**src/rtl/counter_pkg.sv**
```systemverilog
// Shared constants and state type for the n-bit one-shot / repeating tick counter.
package counter_pkg;

  localparam int DEF_WIDTH       = 8;
  localparam int DEF_SYNC_STAGES = 2;

  typedef enum logic {
    ST_IDLE  = 1'b0,
    ST_COUNT = 1'b1
  } state_t;

endpackage

```
**src/rtl/sync_edge_detect.sv**
```systemverilog
// Rising-edge pulse generator; STAGES > 0 synchronises an asynchronous input first
// and registers the pulse, STAGES = 0 treats the input as a same-domain level.
module sync_edge_detect #(
  parameter int STAGES = 2
) (
  input  logic clk,
  input  logic rst_n,
  input  logic din,
  output logic pulse
);
  import counter_pkg::*;

  if (STAGES == 0) begin : g_direct
    logic din_d;

    always_ff @(posedge clk or negedge rst_n) begin
      if (!rst_n) din_d <= 1'b0;
      else        din_d <= din;
    end

    // Combinational so the consumer acts on the edge right after the rise is seen.
    assign pulse = din & ~din_d;
  end else begin : g_sync
    logic [STAGES-1:0] sync_q;
    logic              lvl_d;
    logic              pulse_q;

    always_ff @(posedge clk or negedge rst_n) begin
      if (!rst_n) begin
        sync_q  <= '0;
        lvl_d   <= 1'b0;
        pulse_q <= 1'b0;
      end else begin
        sync_q[0] <= din;
        for (int i = 1; i < STAGES; i++) sync_q[i] <= sync_q[i-1];
        lvl_d   <= sync_q[STAGES-1];
        pulse_q <= sync_q[STAGES-1] & ~lvl_d;
      end
    end

    assign pulse = pulse_q;
  end

endmodule

```
**src/rtl/counter_nbit_oneshot.sv**
```systemverilog
// Tick counter between 0 and a latched limit, up or down, one run per start request
// or continuously; abortable, with a registered terminal carry pulse and busy flag.
module counter_nbit_oneshot
  import counter_pkg::*;
#(
  parameter int WIDTH       = DEF_WIDTH,
  parameter int SYNC_STAGES = DEF_SYNC_STAGES
) (
  input  logic             qzt_clk,
  input  logic             rst_n,
  input  logic             clk_in,
  input  logic             run,
  input  logic             abort,
  input  logic             mode_repeat,
  input  logic             dir_down,
  input  logic [WIDTH-1:0] limit,
  output logic [WIDTH-1:0] out,
  output logic             carry,
  output logic             busy
);

  state_t           state, state_nx;
  logic [WIDTH-1:0] out_nx, lim_q, lim_nx;
  logic [WIDTH-1:0] start_val, term_val, step_val;
  logic             rep_q, rep_nx, dn_q, dn_nx;
  logic             carry_nx, start_p, tick;

  sync_edge_detect #(.STAGES(SYNC_STAGES)) u_run_edge (
    .clk   (qzt_clk),
    .rst_n (rst_n),
    .din   (run),
    .pulse (start_p)
  );

  sync_edge_detect #(.STAGES(0)) u_tick_edge (
    .clk   (qzt_clk),
    .rst_n (rst_n),
    .din   (clk_in),
    .pulse (tick)
  );

  assign start_val = dn_q ? lim_q : '0;
  assign term_val  = dn_q ? '0 : lim_q;
  assign step_val  = dn_q ? out - WIDTH'(1) : out + WIDTH'(1);

  always_comb begin
    state_nx = state;
    out_nx   = out;
    carry_nx = 1'b0;
    lim_nx   = lim_q;
    rep_nx   = rep_q;
    dn_nx    = dn_q;
    case (state)
      ST_IDLE: begin
        if (start_p && !abort) begin
          lim_nx   = limit;
          rep_nx   = mode_repeat;
          dn_nx    = dir_down;
          out_nx   = dir_down ? limit : '0;
          carry_nx = (limit == '0);
          state_nx = ST_COUNT;
        end
      end
      ST_COUNT: begin
        if (abort) begin
          state_nx = ST_IDLE;
        end else if (out == term_val) begin
          // Only a zero limit gets here in one-run mode: leave after the one busy cycle.
          if (!rep_q)    state_nx = ST_IDLE;
          else if (tick) out_nx   = start_val;
        end else if (tick) begin
          out_nx = step_val;
          if (step_val == term_val) begin
            carry_nx = 1'b1;
            if (!rep_q) state_nx = ST_IDLE;
          end
        end
      end
      default: state_nx = ST_IDLE;
    endcase
  end

  always_ff @(posedge qzt_clk or negedge rst_n) begin
    if (!rst_n) begin
      state <= ST_IDLE;
      out   <= '0;
      carry <= 1'b0;
      lim_q <= '0;
      rep_q <= 1'b0;
      dn_q  <= 1'b0;
    end else begin
      state <= state_nx;
      out   <= out_nx;
      carry <= carry_nx;
      lim_q <= lim_nx;
      rep_q <= rep_nx;
      dn_q  <= dn_nx;
    end
  end

  assign busy = (state == ST_COUNT);

endmodule

```
**config.mk**
```make
export PLATFORM = sky130hd
export DESIGN_NAME = counter_nbit_oneshot
export DESIGN_NICKNAME = d
export VERILOG_FILES = /design/src/rtl/counter_pkg.sv /design/src/rtl/sync_edge_detect.sv /design/src/rtl/counter_nbit_oneshot.sv
export SDC_FILE = /design/constraint.sdc
export NUM_CORES = 1
export LEC_CHECK = 0
export BUFFER_PORTS_ARGS = -buffer_cell sky130_fd_sc_hd__buf_2
export CELL_PAD_IN_SITES_DETAIL_PLACEMENT = 0
export CELL_PAD_IN_SITES_GLOBAL_PLACEMENT = 1
export CORE_UTILIZATION = 43
export DETAILED_ROUTE_END_ITERATION = 8
export GPL_TIMING_DRIVEN = 0
export PLACE_DENSITY = 0.81
export SYNTH_ARGS = -nofsm -noshare
export SYNTH_HDL_FRONTEND = slang
export SYNTH_HIERARCHICAL = 1
export SYNTH_SLANG_ARGS = --single-unit
```
**constraint.sdc**
```tcl
create_clock -name qzt_clk -period 3.6 [get_ports qzt_clk]
set_input_delay 0 -clock qzt_clk [delete_from_list [all_inputs] [get_ports qzt_clk]]
set_output_delay 0 -clock qzt_clk [all_outputs]
set_load 0.02 [all_outputs]
```
**Word-level counts from Yosys, hierarchy flattened**

Index checks and enable logic that the tools add are counted.

- Bitwise operators: 5
- Muxes and demuxes: 24
- Reductions and logical operators: 5
- Multipliers: 0
- $lt $le $gt $ge: 0
- Shift operators: 0
- Equal/unequal tests: 6
- Div/mod/pow operators: 0
- $add $sub $neg: 2

Operator list:

| operator | number |
|---|---|
| $mux 8 | 10 |
| $eq 8x8->1 | 2 |
| $pmux 8 s2 | 1 |
| $mux 1 | 11 |
| $add 8x1->8 const B | 1 |
| $logic_not 8->1 | 1 |
| $sub 8x1->8 const B | 1 |
| $ne 2x2->1 const B | 2 |
| $pmux 1 s2 | 2 |
| $reduce_and 4->1 | 1 |
| $ne 3x3->1 const B | 1 |
| $not 1->1 | 3 |
| $and 1x1->1 | 2 |
| $ne 2x1->1 const B | 1 |
| $reduce_and 2->1 | 1 |
| $logic_and 1x1->1 | 1 |
| $logic_not 1->1 | 1 |

- Bits in writable memories: 0
- Latch bits: 0
- Input bits: 15
- Register bits: 25
- Memories kept: 0
- ROM bits: 0

**Logic depth before layout (Yosys ltp)**

- Depth after elaboration: 8
- Gate-level depth with buffers: 9

**Modules after synthesis**

Netlist, hierarchy kept.

Modules (own cells, without submodules):

| module | instances | cells an instance | area an instance (um2) |
|---|---|---|---|
| counter_nbit_oneshot | 1 | 210 | 1739.2 |
| sync_edge_detect at u_run_edge | 1 | 5 | 113.9 |
| sync_edge_detect at u_tick_edge | 1 | 2 | 38.8 |

**Worst setup path before layout**

OpenSTA, ideal clock, no wires.

- Path kind: register to register
- From: register out[1]
- To: register state (netlist: busy)
- Setup time: 120 ps
- Required time: 3480 ps
- Slack: 845 ps
- Stages on the path, launching flop included: 9
- Data arrival time: 2635 ps
- Cells stage by stage: dfrtp_1 -> fa_1 -> xnor2_2 -> xnor2_1 -> or4b_1 -> a21oi_1 -> nand4_1 -> or4_1 -> a31o_1

- Word-level cells in the longest chain between the ends: 8
- Elaborated cells on any way between the ends: 10
- Classes of those cells: add/sub (2); eq/ne (2); mux (6)

Ends and longest elaborated chain:

| item | RTL line | source |
|---|---|---|
| from (decl) | counter_nbit_oneshot.sv:17 | `output logic [WIDTH-1:0] out,` |
| from (signal assigned) | counter_nbit_oneshot.sv:93 | `out <= out_nx;` |
| $add 8x1->8 or $sub 8x1->8 (tied branches) | counter_nbit_oneshot.sv:44 | `assign step_val = dn_q ? out - WIDTH'(1) : out + WIDTH'(1);` |
| $mux 8 | counter_nbit_oneshot.sv:44 |  |
| $eq 8x8->1 | counter_nbit_oneshot.sv:73 | `if (step_val == term_val) begin` |
| $mux 1 | counter_nbit_oneshot.sv:73 |  |
| $mux 1 | counter_nbit_oneshot.sv:71 | `end else if (tick) begin` |
| $mux 1 * | counter_nbit_oneshot.sv:67 | `end else if (out == term_val) begin` |
| $mux 1 * | counter_nbit_oneshot.sv:65 | `if (abort) begin` |
| $pmux 1 s2 * | counter_nbit_oneshot.sv:53 | `case (state)` |
| via state_nx | counter_nbit_oneshot.sv:22 | `state_t state, state_nx;` |
| to (signal assigned) | counter_nbit_oneshot.sv:92 | `state <= state_nx;` |
| to (decl) | counter_nbit_oneshot.sv:22 |  |

The timed path passes the listed nets; every way through them passes the cells marked *.
A chain may end at the register's enable or synchronous reset.

**Worst setup path in the final report**

- From: register dn_q
- To: register state (netlist: busy)

- Word-level cells in the longest chain between the ends: 7
- Elaborated cells on any way between the ends: 9
- Classes of those cells: eq/ne (2); mux (7)

Ends and longest elaborated chain:

| item | RTL line | source |
|---|---|---|
| from (decl) | counter_nbit_oneshot.sv:25 | `logic rep_q, rep_nx, dn_q, dn_nx;` |
| from (signal assigned) | counter_nbit_oneshot.sv:97 | `dn_q <= dn_nx;` |
| $mux 8 (on tied branches) | counter_nbit_oneshot.sv:44, counter_nbit_oneshot.sv:43 |  |
| $eq 8x8->1 | counter_nbit_oneshot.sv:73 |  |
| $mux 1 | counter_nbit_oneshot.sv:73 |  |
| $mux 1 | counter_nbit_oneshot.sv:71 |  |
| $mux 1 * | counter_nbit_oneshot.sv:67 |  |
| $mux 1 * | counter_nbit_oneshot.sv:65 |  |
| $pmux 1 s2 * | counter_nbit_oneshot.sv:53 |  |
| via state_nx | counter_nbit_oneshot.sv:22 |  |

Marked as above.

==> impl_metrics.csv <==
group,metric,value,unit
final_layout,largest_registers,"lim_q: 8 flops, out: 8 flops, u_run_edge/g_sync.sync_q: 2 flops",
setup_path,arrival_time_reported_for_the_critical_path_endpoint,3400,ps
clock_network,clk_pin_slew_worst_paths,80,ps
status,outcome,"complete, no violations",
clock_network,tritoncts,"done",
grt,global_route.peak_usage_layer,"met2",
final_layout,area.growth.synth_to_final,16.8,%
setup_path,crit_required,3770,ps
setup_path,worst-r2r-setup-slack,370,ps
synthesis,synthArstFlopShare,100,%
clock_network,cts_resized,0,
synthesis,yosys.cell_types.count,48,
final_layout,nets,277,
timing,finalCritPeriodShare,89.7,%
power,peakVddDrop,472,uV
detailed_routing,drtIter0Drc,91,
detailed_routing,final_antenna_net_count,0,
power,power.static_leakage,0.983,nW
timing,fmaxAchievable,0.310,GHz
timing,setup_viol_count_final,0,
final_layout,antennaDiodeCount,0,
floorplan,die_height,68.3,um
synthesis,postSynthRegisterBits,25,
timing,maxSlewViolCount,0,
timing,finalHoldViolCount,0,
timing,finClkSkew,3.35,ps
grt,first_pass_grt_wire_length,7850,um
setup_path,worst_setup_path_end_kind,"flip-flop",
timing,postLayoutSetupSlackWorst,371,ps
power,p_per_area,903,nW/um^2
setup_path,crit_end,"busy",
synthesis,postSynthCellCount,217,
detailed_routing,remaining_design_rule_violation_count,0,
detailed_routing,routed_via_density,5.69,
setup_path,cp_slowest_cell,"sky130_fd_sc_hd__o31ai_1",
setup_path,r2r_start,"dn_q",
floorplan,initial_utilization,46.0,%
grt,grt_max_degree,26,
synthesis,synth_ff_type,"sky130_fd_sc_hd__dfrtp_1",
floorplan,io_pins,25,
place,io_buffer_count,24,
synthesis,synthesized_nets,239,
clock_network,ctsHtreeMaxLevel,1,
grt,grt_pass1_vias,1552,
synthesis,yosysSeqAreaShare,33.1,%
timing,maxSlewHeadroom,55.5,%
detailed_routing,route.detailed.wl_per_inst,15.9,um
final_layout,layout_common_cells,"sky130_fd_sc_hd__buf_2, sky130_fd_sc_hd__dfrtp_1, sky130_fd_sc_hd__nor2_1, sky130_fd_sc_hd__nand2_1, sky130_fd_sc_hd__o21ai_0",
detailed_routing,dr_total_vias,1730,
clock_network,ctsRootBufferMaster,"sky130_fd_sc_hd__clkbuf_8",
grt,grt_use_met3,2.00,%
floorplan,fp.dieArea,4670,sq um
timing,grt_setup_unrepaired,"no",
flow_run,timing.max_cap.violations,0,
final_layout,stdcell_area,2210,sq um
power,total_power,1.99,mW
final_layout,layout.cells.most_common,"sky130_fd_sc_hd__buf_2",
timing,worst_pin_slew,662,ps
synthesis,synth.avg_cell_area,8.72,sq um
clock_network,cts_inserted_buffers,3,
hold_path,hold_path_class,"input pin to flip-flop",
synthesis,synthesis.yosys.warnings,6,
setup_path,crit_path_max_fanout,8,
place,hpwlAfterDp,3580,um
place,place.gp.congestion,0.783,
setup_path,setup.worst_path.start,"dn_q",
setup_path,reg2regPathDepth,8,
setup_path,critical_path.reg2reg.endpoint,"busy",
synthesis,post_synth_instance_area,1890,sq um
synthesis,synth_edf_count,0,
grt,grt_antenna_before_repair,0,
setup_path,max_stage_delay,600,ps
floorplan,floorplan.core_area,4120,sq um
grt,groute.layer.met2.usage,36.3,%
clock_network,cts.sinks,25,
grt,grt_overflow,0,
place,detailed_place.area,2070,sq um
setup_path,critical-path-top-cell-by-count,"sky130_fd_sc_hd__o21ai_0",
clock_network,cts-root-to-sink-buffers,2,
floorplan,floorplan.rows,23,
setup_path,startpoint_type,"flip-flop",
setup_path,worst-setup-path-type,"flip-flop to flip-flop",
timing,min_clock_period_post_route,3230,ps
grt,grt.met1_usage,33.2,%
grt,global_route.usage.total,23.3,%
detailed_routing,dr.pass1.iters,4,
detailed_routing,routed_wirelength,4830,um
final_layout,final_layout_size_suffix_gt1_share,18.9,%
floorplan,floorplan.die.width,68.3,um
place,placement.setup.worst_slack,385,ps
timing,total_negative_slack,0,ps
setup_path,critical_path_cell_by_cell,"ha_1, o21ai_0, o21a_1, o31ai_1, xnor2_1, o21ai_0, or4_1, a31o_1",
clock_network,worst_skew_pair.late_latency,270,ps
-- stage by stage --
stage / instances / utilization [%] / hold slack [ps]
6_report: 304 / 53.7 / 11.3
5_1_grt: 304 / 53.7 / 8.69
4_1_cts: 304 / 53.7 / 0.330
3_5_place_dp: 291 / 50.4 / 35.1
3_3_place_gp: 291 / 50.4 / 25.8
2_1_floorplan: 217 / - / -296
-- timing repair --
| item | 4_1_cts | 5_1_grt |
|---|---|---|
| setup buffers | 0 | 0 |
| endpoints found under the hold margin | 33 | 0 |
| hold buffers | 9 | 0 |
-- power by group --
part	switching (mW)	leakage (nW)	internal, mW
clock network	0.0874	0.0228	0.0792
registers	0.135	0.306	0.367
logic	0.751	0.654	0.575
total	0.973	0.983	1.02
-- worst min-delay path by stage --
stage,start,endpoint,slack (ps),cells past startpoint
after floorplan,rst_n,busy,-300,0
after global placement,rst_n,u_run_edge/g_sync.lvl_d,30,1
after detailed placement,rst_n,u_run_edge/g_sync.lvl_d,40,1
after CTS,dir_down,dn_q,0.3,2
after global routing,limit[5],lim_q[5],9,2
final,dir_down,dn_q,10,2
-- worst max-delay path: cells and delay by family (launching register included) --
kind	cells	cell delay, ps
flip-flops	1	500
AO/OA/AOI/OAI	5	1420
AND/OR/NAND/NOR	1	590
XOR/XNOR	1	180
adder cells (fa/ha/maj)	1	430
-- cell usage after synthesis (3+ instances only) --
cell type                  count  area, sq um
sky130_fd_sc_hd__nand2b_1      5         31.3
sky130_fd_sc_hd__dfrtp_1      25          626
sky130_fd_sc_hd__a21o_1        3         22.5
sky130_fd_sc_hd__ha_1          6         75.1
sky130_fd_sc_hd__a31oi_1       5         31.3
sky130_fd_sc_hd__nor2_1       23         86.3
sky130_fd_sc_hd__clkbuf_1      8         30.0
sky130_fd_sc_hd__nor2b_1       5         31.3
sky130_fd_sc_hd__o21ai_0      16         80.1
sky130_fd_sc_hd__nand3_1       5         25.0
sky130_fd_sc_hd__nor4_1        3         18.8
sky130_fd_sc_hd__a22oi_1       5         37.5
sky130_fd_sc_hd__mux2i_1       6         60.1
sky130_fd_sc_hd__nor4bb_1      3         30.0
sky130_fd_sc_hd__buf_2         4         20.0
sky130_fd_sc_hd__nand2_1      23         86.3
sky130_fd_sc_hd__a21oi_1      10         50.1
sky130_fd_sc_hd__mux2_2       11          124
sky130_fd_sc_hd__inv_1         4         15.0
sky130_fd_sc_hd__xnor2_1      12          105
-- per-layer routing --
metal  part of all wire [%]  vias to the layer above
met3                    4.0                        7
met1                     48                      810
li1                       -                      867
met5                      0                        -
met4                    1.7                        0
met2                     46                       46
-- final cells by class --
type / instances / area [sq um]
well taps: 50 / 62.6
flip-flops and latches: 25 / 626
clock buffers: 4 / 45.0
inverters: 4 / 15.0
multi-input cells: 175 / 1200
fillers: 410 / 1910
plain buffers: 13 / 55.1
repair buffers: 33 / 210
-- cell families (layout without fill, tap and decap cells) --
| family | Yosys count | in the layout | synth area share, % |
|---|---|---|---|
| AO/OA/AOI/OAI | 56 | 56 | 19.4 |
| XOR/XNOR | 13 | 13 | 6.42 |
| adder cells (fa/ha/maj) | 7 | 7 | 5.03 |
| buffers and inverters | 17 | 54 | 3.70 |
| flip-flops | 25 | 25 | 33.1 |
| multiplexers | 17 | 17 | 9.72 |
| AND/OR/NAND/NOR | 82 | 82 | 22.7 |
Note: power is estimated with default switching activity, not from simulation.
